$ cat src/rtl/fm_streamer_pkg.sv
// Shared types and constants for the feature-map streamer.
package fm_streamer_pkg;

    localparam int A_DSP_WIDTH = 30;

    typedef enum logic [1:0] {
        IDLE   = 2'd0,
        STREAM = 2'd1,
        GAP    = 2'd2
    } state_t;

    // Side length of the padded map.
    function automatic int padded_side(input int fm_size, input int padding);
        return fm_size + 2 * padding;
    endfunction

endpackage

$ cat src/rtl/fm_streamer_if.sv
// BRAM read port plus the PE-facing sample stream of the feature-map streamer.
interface fm_streamer_if #(
    parameter int DATA_WIDTH = 30,
    parameter int ADDR_WIDTH = 16
);
    logic                         o_rd_en;
    logic [ADDR_WIDTH-1:0]        o_rd_addr;
    logic [DATA_WIDTH-1:0]        i_rd_data;
    logic signed [DATA_WIDTH-1:0] o_DataFM;
    logic                         o_en;

    modport master (
        output o_rd_en, o_rd_addr, o_DataFM, o_en,
        input  i_rd_data
    );

    modport slave (
        input  o_rd_en, o_rd_addr, o_DataFM, o_en,
        output i_rd_data
    );
endinterface

$ cat src/rtl/fm_pad_counter.sv
// Row/column walker over the padded map; flags in-bounds pixels and the final sample.
module fm_pad_counter
    import fm_streamer_pkg::*;
#(
    parameter int FM_SIZE = 8,
    parameter int PADDING = 1
) (
    input  logic clk,
    input  logic rst_n,
    input  logic clear,
    input  logic advance,
    output logic in_bounds,
    output logic last
);
    localparam int S  = padded_side(FM_SIZE, PADDING);
    localparam int CW = (S > 1) ? $clog2(S) : 1;

    logic [CW-1:0] row, col;
    logic          row_in, col_in;

    assign row_in    = (int'(row) >= PADDING) && (int'(row) < PADDING + FM_SIZE);
    assign col_in    = (int'(col) >= PADDING) && (int'(col) < PADDING + FM_SIZE);
    assign in_bounds = row_in && col_in;
    assign last      = (row == CW'(S - 1)) && (col == CW'(S - 1));

    // Row is allowed to step past S-1 on the final sample; the FSM leaves STREAM there.
    always_ff @(posedge clk) begin
        if (!rst_n || clear) begin
            row <= '0;
            col <= '0;
        end else if (advance) begin
            if (col == CW'(S - 1)) begin
                col <= '0;
                row <= row + 1'b1;
            end else begin
                col <= col + 1'b1;
            end
        end
    end
endmodule

$ cat src/rtl/fm_streamer.sv
// Streams a zero-padded feature map from BRAM into a convolution PE.
// Optional FM_STREAMER_PAD_VALUE_EN: adds i_pad_value, emitted on border samples instead of 0.
module fm_streamer
    import fm_streamer_pkg::*;
#(
    parameter int FM_SIZE    = 8,
    parameter int PADDING    = 1,
    parameter int DATA_WIDTH = A_DSP_WIDTH,
    parameter int ADDR_WIDTH = 16
) (
    input  logic                         i_clk,
    input  logic                         i_rst_n,
    input  logic                         i_start,
    input  logic [ADDR_WIDTH-1:0]        i_base_addr,
`ifdef FM_STREAMER_PAD_VALUE_EN
    input  logic signed [DATA_WIDTH-1:0] i_pad_value,
`endif
    output logic                         o_busy,
    output logic                         o_done,
    fm_streamer_if.master                bus
);
    state_t                       state, state_nxt;
    logic                         accept, in_bounds, last, rd;
    logic [ADDR_WIDTH-1:0]        addr_cnt;
    logic                         en_q, inb_q, done_q;
    logic signed [DATA_WIDTH-1:0] hold_q, pad_q, data_fm;

    assign accept = (state == IDLE) && i_start;
    assign rd     = (state == STREAM) && in_bounds;

    fm_pad_counter #(
        .FM_SIZE (FM_SIZE),
        .PADDING (PADDING)
    ) u_cnt (
        .clk       (i_clk),
        .rst_n     (i_rst_n),
        .clear     (accept),
        .advance   (state == STREAM),
        .in_bounds (in_bounds),
        .last      (last)
    );

    always_ff @(posedge i_clk) begin
        if (!i_rst_n) state <= IDLE;
        else          state <= state_nxt;
    end

    always_comb begin
        state_nxt = state;
        case (state)
            IDLE:    if (i_start) state_nxt = STREAM;
            STREAM:  if (last)    state_nxt = GAP;
            GAP:     state_nxt = IDLE;
            default: state_nxt = IDLE;
        endcase
    end

    always_ff @(posedge i_clk) begin
        if (!i_rst_n) begin
            addr_cnt <= '0;
            en_q     <= 1'b0;
            inb_q    <= 1'b0;
            done_q   <= 1'b0;
            hold_q   <= '0;
        end else begin
            if (accept)  addr_cnt <= i_base_addr;
            else if (rd) addr_cnt <= addr_cnt + 1'b1;
            en_q   <= (state == STREAM);
            inb_q  <= rd;
            done_q <= (state == GAP);
            if (en_q) hold_q <= data_fm;
        end
    end

`ifdef FM_STREAMER_PAD_VALUE_EN
    always_ff @(posedge i_clk) begin
        if (!i_rst_n)    pad_q <= '0;
        else if (accept) pad_q <= i_pad_value;
    end
`else
    assign pad_q = '0;
`endif

    // BRAM data lands in the cycle after the read, i.e. alongside o_en, so the mux is combinational.
    always_comb begin
        data_fm = hold_q;
        if (en_q) data_fm = inb_q ? $signed(bus.i_rd_data) : pad_q;
    end

    assign bus.o_rd_en   = rd;
    assign bus.o_rd_addr = addr_cnt;
    assign bus.o_en      = en_q;
    assign bus.o_DataFM  = data_fm;
    assign o_busy        = (state != IDLE);
    assign o_done        = done_q;
endmodule

$ cat src/flat_wrapper.sv
// flat-port wrapper written by rule: the top's interface ports become plain ports
module fm_streamer_flat import fm_streamer_pkg::*;
#(
    parameter int FM_SIZE    = 8,
    parameter int PADDING    = 1,
    parameter int DATA_WIDTH = A_DSP_WIDTH,
    parameter int ADDR_WIDTH = 16
)
  (i_clk, i_rst_n, i_start, i_base_addr, o_busy, o_done, bus_o_rd_en, bus_o_rd_addr, bus_o_DataFM, bus_o_en, bus_i_rd_data);
  fm_streamer_if #(.DATA_WIDTH(DATA_WIDTH), .ADDR_WIDTH(ADDR_WIDTH)) bus_i ();
  input  logic i_clk;
  input  logic i_rst_n;
  input  logic i_start;
  input  logic [ADDR_WIDTH-1:0] i_base_addr;
  output logic o_busy;
  output logic o_done;
  output wire logic [$bits(bus_i.o_rd_en)-1:0] bus_o_rd_en;
  output wire logic [$bits(bus_i.o_rd_addr)-1:0] bus_o_rd_addr;
  output wire logic [$bits(bus_i.o_DataFM)-1:0] bus_o_DataFM;
  output wire logic [$bits(bus_i.o_en)-1:0] bus_o_en;
  input wire logic [$bits(bus_i.i_rd_data)-1:0] bus_i_rd_data;
  assign bus_o_rd_en = bus_i.o_rd_en;
  assign bus_o_rd_addr = bus_i.o_rd_addr;
  assign bus_o_DataFM = bus_i.o_DataFM;
  assign bus_o_en = bus_i.o_en;
  assign bus_i.i_rd_data = bus_i_rd_data;
  fm_streamer #(.FM_SIZE(FM_SIZE), .PADDING(PADDING), .DATA_WIDTH(DATA_WIDTH), .ADDR_WIDTH(ADDR_WIDTH)) u_core (.i_clk(i_clk), .i_rst_n(i_rst_n), .i_start(i_start), .i_base_addr(i_base_addr), .o_busy(o_busy), .o_done(o_done), .bus(bus_i));
endmodule
$ cat config.mk
export PLATFORM = sky130hd
export DESIGN_NAME = fm_streamer_flat
export DESIGN_NICKNAME = d
export VERILOG_FILES = /design/src/rtl/fm_streamer_pkg.sv /design/src/rtl/fm_streamer_if.sv /design/src/rtl/fm_pad_counter.sv /design/src/rtl/fm_streamer.sv /design/src/flat_wrapper.sv
export SDC_FILE = /design/constraint.sdc
export NUM_CORES = 1
export LEC_CHECK = 0
export BUFFER_PORTS_ARGS = -buffer_cell sky130_fd_sc_hd__buf_2
export CORE_ASPECT_RATIO = 0.9
export CORE_MARGIN = 3
export CORE_UTILIZATION = 49
export DETAILED_ROUTE_END_ITERATION = 10
export PLACE_DENSITY = 0.8
export SLEW_MARGIN = 20
export SYNTH_ARGS = -nofsm -noshare
export SYNTH_HDL_FRONTEND = slang
export SYNTH_SLANG_ARGS = --single-unit
$ cat constraint.sdc
create_clock -name i_clk -period 2.8 [get_ports i_clk]
set_clock_uncertainty 0.05 [all_clocks]
set_input_delay 0.28 -clock i_clk [delete_from_list [all_inputs] [get_ports i_clk]]
set_output_delay 0.28 -clock i_clk [all_outputs]
set_load 0.01 [all_outputs]
==> flow_summary_export.csv, run 1 <==
group,metric,value,unit
detailed_routing,avgViaCountPerCell,4.91,
final_layout,diodes,0,
pwr,peakVddDrop,0.000309,V
yosys,synth_area_per_cell,8.14,sq um
yosys,yosys_warnings,0,
detailed_routing,drc,0,
yosys,synth_commonest_cells,"dfxtp_1 (59), o21ai_0 (48), and2_1 (36), inv_1 (35), nand2_1 (35)",
clock_tree,clkSinkCount,59,
clock_tree,tritoncts,"yes",
timing,setup_viol,0,
grt,grt_max_degree,33,
yosys,synthArstFlopShare,0,
yosys,yosysTopAreaCell,"dfxtp_1",
clock_tree,clock_latency,320,ps
worst_setup_path,cp-start-kind,"flop",
clock_tree,numCtsBuffers,9,
yosys,synthTopCellsByArea,"dfxtp_1 (45%), o21ai_0 (9.1%), and2_1 (8.5%)",
yosys,synthFlopType,"dfxtp_1",
worst_setup_path,critPathKind,"reg -> out",
timing,slew-limit-headroom,0.691,
grt,antenna_found_initial,0,
timing,drv_slew,0,
timing,whs,130,ps
detailed_routing,drtAntennaViolNets,0,
yosys,syn_area,2640,sq um
grt,grt_pass1_vias,2155,
yosys,seq_area_frac_synth,0.448,
die,core.rowCount,24,
place,routabilityCongestion,0.846,
timing,rsz0062_at_grt,"false",
detailed_routing,wl_per_cell,12.2,um
timing,final_hold_viol_count,0,
worst_setup_path,cp_data_arrival_time,2070,ps
pwr,p_per_area,528,nW/um^2
timing,fmax,0.416,GHz
clock_tree,h-tree-depth,3,
detailed_routing,dr.pass1.iters,4,
detailed_routing,routed_wl,5.96,mm
grt,gr-total-overflow,0,
timing,setup-tns-final,0,ps
worst_setup_path,endpoint_kind,"output pin",
yosys,ys_ff_latch,59,
final_layout,syn2layout_area_growth,28.1,%
die,fp.dieH,75.6,um
grt,gr-usage-all-layers,0.190,
yosys,synth_cells,324,
clock_tree,post_cts_resized,0,
flow_run,max_cap_viol_count,0,
die,start_util,0.526,
yosys,synth_edf_count,0,
grt,grt_pass1_wl,9.67,mm
pwr,power.leakage,1.51,nW
timing,tightest_slew,460,ps
clock_tree,cts_buffer_depth,2,
die,dieArea,6300,sq um
final_layout,nNetsFinal,474,
hold_path,hold_path.class,"in -> reg",
yosys,yosysTopAreaCellShare,0.448,
die,coreArea,5010,sq um
clock_tree,post_cts_buffers,0,
die,die_w,83.4,um
clock_tree,path_clk_slew,60,ps
place,port_buffers,98,
worst_setup_path,worst_ep_required_time,2470,ps
place,dpl_cell_area,3190,sq um
place,detailed_place_hpwl,4.24,mm
yosys,synth_cell_types,34,
yosys,synth.most_common_cell,"dfxtp_1",
worst_setup_path,critical_path.max_fanout,13,
final_layout,drive_gt1_frac,0.282,
clock_tree,clockRootBuffer,"clkbuf_8",
yosys,syn-num-nets,377,
run_status,status,"finished clean",
clock_tree,hold_buffers,0,
die,io-pin-count,99,
timing,min_period,2400,ps
detailed_routing,vias,2405,
final_layout,post-route-cell-area,3380,sq um
timing,period_share,0.858,
final_layout,final.fill_count,432,
detailed_routing,drt_iter0_markers,95,
## worst paths after layout
check,startpoint,end,slack [ps],depth (start not counted)
worst max-delay path,u_core.u_cnt.row[0]$_SDFFE_PP0P_,bus_o_rd_en,400,8
worst min-delay path,i_base_addr[9],u_core.bus.o_rd_addr[9]$_SDFFE_PN0P_,130,3
worst max register to register,u_core.u_cnt.row[0]$_SDFFE_PP0P_,u_core.bus.o_rd_addr[3]$_SDFFE_PN0P_,600,8
worst min register to register,u_core.state[1]$_SDFFE_PN0P_,u_core.o_done$_SDFF_PN0_,470,1
## report_power, final
| group | leakage [nW] | switching (W) | internal [W] |
|---|---|---|---|
| clock network | 0.0995 | 0.000303 | 0.000454 |
| logic | 0.933 | 0.0000761 | 0.0000659 |
| registers | 0.479 | 0.0000252 | 0.000862 |
| total | 1.51 | 0.000404 | 0.00138 |
## state kept, by name, indices dropped and copies added (netlist names)
name,cells
u_core.hold_q,30
u_core.bus.o_rd_addr,16
u_core.u_cnt.col,4
u_core.u_cnt.row,4
u_core.state,2
u_core.bus.o_en,1
u_core.inb_q,1
u_core.o_done,1
## layout by cell type (no fill, tap or decap), types with 2 or more instances in the layout
cell type  count
xor2_1        13
buf_2         98
dfxtp_1       59
nand2_1       35
and4_1         2
and2_1        36
ha_1           4
nand3_1        5
nor2b_1        5
a311oi_1       2
a21oi_1       14
and3_1         5
inv_1         35
nor2_1         9
buf_4          6
mux2i_1        2
xnor2_1        4
clkbuf_8      11
nor3_1         3
o21ai_0       48
nand4_1       11
clkbuf_1       2
## worst max-delay path, cell delays in order, from the launching register on
cell and delay (ps):
dfxtp_1 420, inv_1 70, ha_1 210, nor4b_2 180, a2111oi_4 330, buf_4 250
nand2_2 120, inv_1 60, buf_2 120
## cells by family (layout without fill, tap and decap cells)
family	count (synthesis)	after routing	share of synthesized area
simple gates	120	120	0.248
compound gates	69	69	0.145
flops	59	59	0.448
buf+inv	53	154	0.0763
xor+xnor	17	17	0.0564
fa+ha+maj	4	4	0.0190
mux	2	2	0.00759
## per-stage QoR
stage | power (W) | utilization | worst slack [ps] | std cells
after global routing | 0.00186 | 0.674 | 304 | 490
after floorplan | 0.000972 | - | 882 | 324
final | 0.00179 | 0.674 | 396 | 490
after CTS | 0.00181 | 0.674 | 383 | 490
after global placement | 0.00104 | 0.635 | 736 | 475
after detailed placement | 0.00105 | 0.635 | 626 | 475
## routing by layer
| metal | share of wire | wire [um] | global-route usage | vias up |
|---|---|---|---|---|
| met5 | 0 | 0 | 0 | - |
| met3 | 0.079 | 469 | 0.0573 | 7 |
| met2 | 0.47 | 2780 | 0.332 | 85 |
| met4 | 0.011 | 67 | 0.0907 | 0 |
| met1 | 0.44 | 2650 | 0.219 | 1049 |
| li1 | - | - | - | 1264 |
## cell type report
class                      instances  area (sq um)  share of cell area
multi-input combinational        212          1260               0.372
sequential                        59          1180               0.349
timing repair buffer             104           536               0.158
clock buffer                      13           159              0.0470
inverter                          35           131              0.0389
tap                               65          81.3              0.0241
clock inverter                     2          35.0              0.0104
No activity file was read; power rests on OpenSTA's default activity.
==> run 2: changes to the inputs <==
--- a/config.mk
+++ b/config.mk
@@ -5,12 +5,12 @@
 export SDC_FILE = /design/constraint.sdc
 export NUM_CORES = 1
 export LEC_CHECK = 0
-export BUFFER_PORTS_ARGS = -buffer_cell sky130_fd_sc_hd__buf_2
 export CORE_ASPECT_RATIO = 0.9
 export CORE_MARGIN = 3
-export CORE_UTILIZATION = 49
+export CORE_UTILIZATION = 56
 export DETAILED_ROUTE_END_ITERATION = 10
-export PLACE_DENSITY = 0.8
+export DONT_BUFFER_PORTS = 1
+export PLACE_DENSITY = 0.74
 export SLEW_MARGIN = 20
 export SYNTH_ARGS = -nofsm -noshare
 export SYNTH_HDL_FRONTEND = slang
==> constraint.sdc (replaced) <==
create_clock -name i_clk -period 1.95 [get_ports i_clk]
set_clock_uncertainty 0.05 [all_clocks]
set_input_delay 0.195 -clock i_clk [delete_from_list [all_inputs] [get_ports i_clk]]
set_output_delay 0.195 -clock i_clk [all_outputs]
set_load 0.01 [all_outputs]
==> flow_summary_export.csv, run 2 (synthesized netlist as in run 1, its figures left out) <==
group,metric,value,unit
run_status,status,"complete, but fails checks",
run_status,violations,"negative setup slack",
worst_setup_path,cp-start-kind,"flop",
timing,drv_slew,0,
timing,rsz0062_at_grt,"true",
place,port_buffers,0,
detailed_routing,drc,0,
detailed_routing,top_layer,"met4",
die,fp.dieH,71.1,um
pwr,switching_share,0.240,
detailed_routing,routed_wl,6.26,mm
final_layout,fin_util,0.710,
pwr,power.leakage,1.22,nW
die,core.rowCount,23,
worst_setup_path,max_stage_delay,390,ps
worst_setup_path,worst_ep_required_time,2160,ps
detailed_routing,drtAntennaViolNets,0,
worst_setup_path,endpoint_kind,"flop",
pwr,power_frac_comb,0.060,
pwr,internal-power,0.00191,W
final_layout,largest_register_ffs,30,
grt,gr-total-overflow,0,
clock_tree,path_clk_slew,60,ps
die,coreArea,4490,sq um
place,detailed_place_hpwl,3.90,mm
clock_tree,clkSinkCount,59,
timing,final_hold_viol_count,0,
clock_tree,tritoncts,"yes",
final_layout,drive_gt1_frac,0.167,
clock_tree,cts_buffer_depth,2,
timing,setup-tns-final,-19.8,ps
detailed_routing,dr_wl_met2,2.84,mm
grt,antenna_found_initial,0,
die,die_w,78.4,um
final_layout,nNetsFinal,402,
die,io-pin-count,99,
final_layout,diodes,0,
final_layout,fin_cells,415,
grt,grt_pass1_vias,2059,
grt,grt_max_degree,51,
clock_tree,h-tree-depth,3,
final_layout,layout_commonest_cell,"dfxtp_1",
flow_run,max_cap_viol_count,0,
pwr,seqPwrFrac,0.512,
final_layout,largest_register,"u_core.hold_q",
grt,grt_pass1_wl,9.43,mm
detailed_routing,dr_wl_met3,533,um
grt,gr-usage-all-layers,0.214,
timing,whs,18.3,ps
detailed_routing,drt_iter0_markers,103,
timing,setup_viol,1,
worst_setup_path,cp_data_arrival_time,2180,ps
timing,tightest_slew,498,ps
worst_setup_path,critical_path.max_fanout,5,
detailed_routing,avgViaCountPerCell,5.49,
die,start_util,0.588,
detailed_routing,dr.pass1.iters,4,
pwr,peakVddDrop,0.000494,V
timing,setup_slack,-19.8,ps
pwr,p_per_area,789,nW/um^2
pwr,clkPwrFrac,0.428,
worst_setup_path,slowest_stage,"a2111oi_4",
timing,slew-limit-headroom,0.664,
place,routabilityCongestion,0.781,
detailed_routing,wl_met1,2.77,mm
final_layout,final.fill_count,371,
timing,fmax,0.508,GHz
worst_setup_path,critPathKind,"reg -> reg",
worst_setup_path,path_cells,"o31a_1 > a2111oi_4 > buf_4 > buf_6 > nand4_1 > xor2_1 > a21oi_1",
detailed_routing,vias,2279,
clock_tree,clockRootBuffer,"clkbuf_8",
die,dieArea,5570,sq um
timing,min_period,1970,ps
clock_tree,clock_latency,340,ps
final_layout,syn2layout_area_growth,20.8,%
detailed_routing,wl_per_cell,15.1,um
timing,period_share,1.01,
clock_tree,numCtsBuffers,9,
place,placed_cells,382,
hold_path,hold_path.class,"in -> reg",
pwr,p_switching,0.000604,W
final_layout,layout_common_cells,"dfxtp_1 (55), o21ai_0 (48), and2_1 (35), nand2_1 (35), inv_1 (32)",
==> run 2: timing repair <==
action,CTS,global route
pin swaps,2,7
hold buffers,7,0
cloned,0,1
endpoints found under the setup margin,11,31
resized for setup,8,17
buffers inserted,1,9
hold endpoints to repair,50,0
==> run 2: worst paths after layout <==
kind	cells after the start	slack, ps	to	start
min reg2reg	2	480	u_core.u_cnt.col[1]$_SDFFE_PP0P_	u_core.u_cnt.col[1]$_SDFFE_PP0P_
max reg2reg	7	-20	u_core.bus.o_rd_addr[15]$_SDFFE_PN0P_	u_core.u_cnt.col[2]$_SDFFE_PP0P_
max	7	-20	u_core.bus.o_rd_addr[15]$_SDFFE_PN0P_	u_core.u_cnt.col[2]$_SDFFE_PP0P_
min	2	20	u_core.bus.o_rd_addr[1]$_SDFFE_PN0P_	i_base_addr[1]
==> run 2: power by group through the flow <==
stage | clock network [W] | logic (W) | registers [W]
global route | 0.00116 | 0.000166 | 0.00129
global placement | 0 | 0.000112 | 0.00131
CTS | 0.00110 | 0.000141 | 0.00129
floorplan | 0 | 0.0000893 | 0.00131
finish | 0.00108 | 0.000150 | 0.00129
detailed placement | 0 | 0.000115 | 0.00131
==> run 2: area by class of cell <==
cell class	instances	area [sq um]	area share
Sequential cell	59	1190	0.374
Inverter	35	134	0.0420
Timing Repair Buffer	32	279	0.0876
Clock buffer	10	138	0.0432
Multi-Input combinational cell	212	1310	0.412
Clock inverter	5	53.8	0.0169
Tap cell	62	77.6	0.0243
==> run 2: critical path, delay by kind of cell, from the launching register on <==
kind | cells | cell delay, ps
AOI/OAI and AO/OA | 3 | 870
xor gates and xnor gates | 1 | 180
buffers and inverters | 2 | 320
DFF | 1 | 350
and+or+nand+nor | 1 | 130
==> run 2: through the flow <==
stage	worst slack (ps)	power (W)	cell area, sq um
2_1_floorplan	32.1	0.00140	2640
3_3_place_gp	60.7	0.00143	2750
3_5_place_dp	-46.8	0.00143	2750
4_1_cts	-12.5	0.00253	3070
5_1_grt	-86.2	0.00262	3190
6_report	-19.8	0.00252	3190
==> run 2: metal layers <==
metal | GRT usage | vias up
met3 | 0.0941 | 13
met5 | 0 | -
met1 | 0.254 | 1044
met2 | 0.348 | 105
li1 | - | 1117
met4 | 0.0738 | 0
